File: config.mk
export PLATFORM = sky130hd
export DESIGN_NAME = spi_byte_engine
export DESIGN_NICKNAME = d
export VERILOG_FILES = /design/src/rtl/spi_byte_engine.sv
export SDC_FILE = /design/constraint.sdc
export NUM_CORES = 1
export LEC_CHECK = 0
export CAP_MARGIN = 30
export CORE_MARGIN = 2
export CORE_UTILIZATION = 30
export DETAILED_ROUTE_END_ITERATION = 8
export PLACE_DENSITY = 0.53
export SLEW_MARGIN = 20
export SYNTH_ARGS = -nofsm -noshare
export SYNTH_HDL_FRONTEND = slang
export SYNTH_SLANG_ARGS = --single-unit
File: constraint.sdc
create_clock -name clk -period 5.17 [get_ports clk]
set_input_delay 0.517 -clock clk [delete_from_list [all_inputs] [get_ports clk]]
set_output_delay 0.517 -clock clk [all_outputs]
set_load 0.05 [all_outputs]
File: src/rtl/spi_byte_engine.sv
// Byte-wide SPI mode-0 master: one full-duplex 8-bit exchange per accepted wr, dsr pulse on completion.
// Optional build macro SPI_MISO_SYNC_EN adds a two-flop miso synchronizer and late (pre-fall) sampling.
module spi_byte_engine #(
  parameter int SLOW_HALF = 32,
  parameter int FAST_HALF = 1
) (
  input  logic       clk,
  input  logic       reset_n,
  input  logic       ce,
  input  logic       wr,
  input  logic [7:0] din,
  input  logic       fast,
  input  logic       cs,
  output logic [7:0] dout,
  output logic       dsr,
  output logic       busy,
  output logic       sclk,
  output logic       mosi,
  input  logic       miso,
  output logic       cs_n
);

  typedef enum logic [1:0] {IDLE, LOW, HIGH, DONE} state_t;

  // Terminal divider count (half-period minus one), clamped to what the 8-bit divider can hold.
  function automatic logic [7:0] half_m1_f(input int h);
    int heff;
    heff = (h < 1) ? 1 : ((h > 255) ? 255 : h);
`ifdef SPI_MISO_SYNC_EN
    if (heff < 2) heff = 2;
`endif
    return 8'(heff - 1);
  endfunction

  localparam logic [7:0] SLOW_M1 = half_m1_f(SLOW_HALF);
  localparam logic [7:0] FAST_M1 = half_m1_f(FAST_HALF);

  state_t     state_q;
  logic [7:0] div_q, div_d;
  logic [7:0] sr_q;
  logic [2:0] bit_q;
  logic       fast_q;
  logic [7:0] half_m1;
  logic       edge_hit;
  logic       miso_s;

  always_comb begin
    half_m1  = fast_q ? FAST_M1 : SLOW_M1;
    edge_hit = (div_q == half_m1);
    div_d    = edge_hit ? 8'd0 : div_q + 8'd1;
  end

`ifdef SPI_MISO_SYNC_EN
  logic [1:0] sync_q;

  always_ff @(posedge clk or negedge reset_n) begin
    if (!reset_n) sync_q <= 2'b11;
    else          sync_q <= {sync_q[0], miso};
  end

  assign miso_s = sync_q[1];
`else
  assign miso_s = miso;
`endif

  always_ff @(posedge clk or negedge reset_n) begin
    if (!reset_n) begin
      state_q <= IDLE;
      div_q   <= 8'd0;
      bit_q   <= 3'd0;
      sr_q    <= 8'd0;
      fast_q  <= 1'b0;
      dout    <= 8'hFF;
      dsr     <= 1'b0;
      busy    <= 1'b0;
      sclk    <= 1'b0;
      mosi    <= 1'b1;
      cs_n    <= 1'b1;
    end else if (ce) begin
      // Chip select only follows the request between bytes.
      if (!busy) cs_n <= ~cs;

      case (state_q)
        IDLE: begin
          dsr <= 1'b0;
          if (wr) begin
            sr_q    <= din;
            fast_q  <= fast;
            mosi    <= din[7];
            busy    <= 1'b1;
            div_q   <= 8'd0;
            bit_q   <= 3'd0;
            state_q <= LOW;
          end
        end

        LOW: begin
          div_q <= div_d;
          if (edge_hit) begin
            sclk    <= 1'b1;
            state_q <= HIGH;
`ifndef SPI_MISO_SYNC_EN
            sr_q    <= {sr_q[6:0], miso_s};
`endif
          end
        end

        HIGH: begin
          div_q <= div_d;
          if (edge_hit) begin
            sclk <= 1'b0;
`ifdef SPI_MISO_SYNC_EN
            // Sample just before the fall so the synchronizer has settled.
            sr_q <= {sr_q[6:0], miso_s};
`endif
            if (bit_q == 3'd7) begin
              state_q <= DONE;
            end else begin
              bit_q   <= bit_q + 3'd1;
`ifdef SPI_MISO_SYNC_EN
              mosi    <= sr_q[6];
`else
              mosi    <= sr_q[7];
`endif
              state_q <= LOW;
            end
          end
        end

        DONE: begin
          dout    <= sr_q;
          dsr     <= 1'b1;
          busy    <= 1'b0;
          mosi    <= 1'b1;
          state_q <= IDLE;
        end

        default: state_q <= IDLE;
      endcase
    end
  end

endmodule

==> impl_metrics.ini <==
[outcome]
status = finished, final reports clean

[die]
placementRows = 28
die_w_um = 81.8
coreArea_um2 = 5890
dieArea_um2 = 6700
io_pins = 28
die_h_um = 81.8
start_util = 0.309

[sta]
fin_skew_ns = 0.0105
hold_viol = 0
rsz0062_at_grt = false
drv_slew = 0
timing.slew.headroom = 0.566
fin_crit_ns = 2.15
worst_slew_pin_slew_ns = 0.651
max_freq_mhz = 464
layout_setup_ws_ns = 3.02
setup_viol = 0
fin_crit_sh = 0.417
timing.setup.tns_ns = 0

[logic_synthesis]
synthMuxAreaShare = 0.184
netlist_instances = 155
avgSynthCellArea_um2 = 11.7
synthSimpleGateAreaFrac = 0.124
synth_compound_area_frac = 0.0970
synth.top_cell.area_share = 0.344
yosysWarnings = 0
synth_largest_area_cell = dfrtp_1
synth_top_family_by_area = multiplexers
syn-cell-area_um2 = 1820
async_reset_ff_frac = 1.00
synth_fa_ha_area_frac = 0.0551
synth-edff-count = 0
synthXorXnorAreaFrac = 0.0289
synth.most_common_cell = mux2_2
synthesis.nets = 178
yosysSeqAreaShare = 0.489
yosys-top-cells-count = mux2_2, dfrtp_1, nand2_1
synth_area_leaders = dfrtp_1, mux2_2, dfstp_2, ha_1, o21ai_0
synth_ff_type = dfrtp_1
synth_cell_types = 35
synth-seq-cells = 35

[place]
dp_slack_ns = 2.71
hpwl_um = 2760
place_congestion = 0.743
io_buffer_count = 27

[clock_tree]
cts_buffers = 5
path_clk_slew_ns = 0.08
ctsHtreeMaxLevel = 2
ctsHoldBuffers = 0
cts.sinks = 35
cts_tree = built
root_buffer = clkbuf_8
clkLatencyLatePin_ns = 0.29
cts_setup_buffers = 0
cts.path.max_buffers = 2
ctsResizeCount = 0

[routing]
wl_per_cell_um = 14.6
first_pass_iters = 4
ant_nets = 0
vias_per_cell = 4.99
num_vias = 1317
drtIter0Drc = 59
wl_um = 3850
remaining_drc_errors = 0

[power_and_ir_drop]
ir_drop_mv = 0.342
leakage_nw = 0.941
p_int_mw = 0.808
seq_power_share = 0.349
power_density_nw_per_um2 = 620
combPwrFrac = 0.501
switching_share = 0.428
p_sw_mw = 0.605
p_clk_frac = 0.150

[global_routing]
grt_pass1_wl_um = 6710
overflow = 0
grt_max_degree = 36
track_usage = 0.131
grt_pass1_vias = 1413
antenna_found_initial = 0

[critical_path]
startpoint_type = input port
path_class = in -> reg
path_cells = clkdlybuf4s50_1 > inv_1 > a21oi_1 > nand4_1 > o31ai_4 > mux2_2
required_ns = 5.35
cp_slowest_cell = clkdlybuf4s50_1
critPathArrivalTime_ns = 2.33
critPathMaxStageDelay_ns = 0.58
path_max_fanout = 8
crit_path_end_kind = flop

[cells_and_area]
drive_gt1_frac = 0.275
antenna_cells = 0
nets = 211
area_delta_synth_final_pct = 25.5

[worst_hold_path]
hold_path.class = reg -> reg

[run]
maxCapViolCount = 0
final timing paths:
path,slack [ns],from,endpoint,cells after the start
worst max-delay path,3.02,ce,sr_q[4],6
min in group asynchronous,0.65,reset_n,busy,2
max in group asynchronous,4.17,reset_n,dout[4],2
worst min-delay path,0.49,cs_n,cs_n,2
worst max register to register,3.04,state_q[1],sr_q[4],5
worst min register to register,0.49,cs_n,cs_n,2
critical path, delay by kind of cell:
kind            cells  cell delay [ns]
simple gates        1             0.20
compound gates      2             0.47
buf+inv             2             0.74
mux                 1             0.39
power groups by stage:
stage / registers [mW] / clock network, mW / logic, mW
global route: 0.510 / 0.231 / 0.777
global placement: 0.492 / 0 / 0.700
CTS: 0.494 / 0.219 / 0.718
detailed placement: 0.497 / 0 / 0.714
finish: 0.494 / 0.212 / 0.708
floorplan: 0.653 / 0 / 0.350
kinds of logic (layout without fill, tap and decap cells):
| family | after synthesis | count (layout) |
|---|---|---|
| compound gates | 25 | 25 |
| xor+xnor | 6 | 6 |
| fa+ha+maj | 8 | 8 |
| buf+inv | 11 | 45 |
| flops | 35 | 35 |
| mux | 30 | 30 |
| simple gates | 40 | 40 |
sequential cells by signal (all words and copies together) (netlist names):
register,cells
bit_q,3
busy,1
cs_n,1
div_q,8
dout,8
dsr,1
fast_q,1
mosi,1
sclk,1
sr_q,8
state_q,2
area by class of cell:
type                    count  area (µm²)
multi-input cells         109         888
well taps                  75        93.8
flip-flops and latches     35         888
clock inverters             2        16.3
fillers                   574        3600
clock buffers               6        82.6
inverters                   9        33.8
repair buffers             28         278
metal layers:
layer | up-vias | wire length [µm] | global-route usage
met5 | - | 0 | 0
met4 | 0 | 46 | 0.0450
met3 | 7 | 179 | 0.0385
met2 | 32 | 1910 | 0.225
met1 | 653 | 1710 | 0.156
li1 | 625 | - | -
placed cells by master (no fill, tap or decap), types with 2 or more instances in the layout:
cell type	n
dfrtp_1	25
dfstp_2	10
inv_1	9
ha_1	8
nand4_1	4
nand2_1	12
xor2_1	5
nor2_1	7
nand3_1	7
a21oi_1	4
mux2i_1	3
a31oi_1	2
o31ai_1	2
clkbuf_8	6
o21ai_0	9
clkdlybuf4s50_1	27
mux2_2	27
metrics by stage:
stage	cell area [µm²]	instances	hold slack [ns]	power, mW	util
3_3_place_gp	2180	256	0.478	1.19	0.371
4_1_cts	2280	264	0.498	1.43	0.388
2_1_floorplan	1820	155	0.221	1.00	-
3_5_place_dp	2180	256	0.490	1.21	0.371
6_report	2280	264	0.492	1.41	0.388
5_1_grt	2280	264	0.517	1.52	0.388
(Power assumes the default switching activity.)
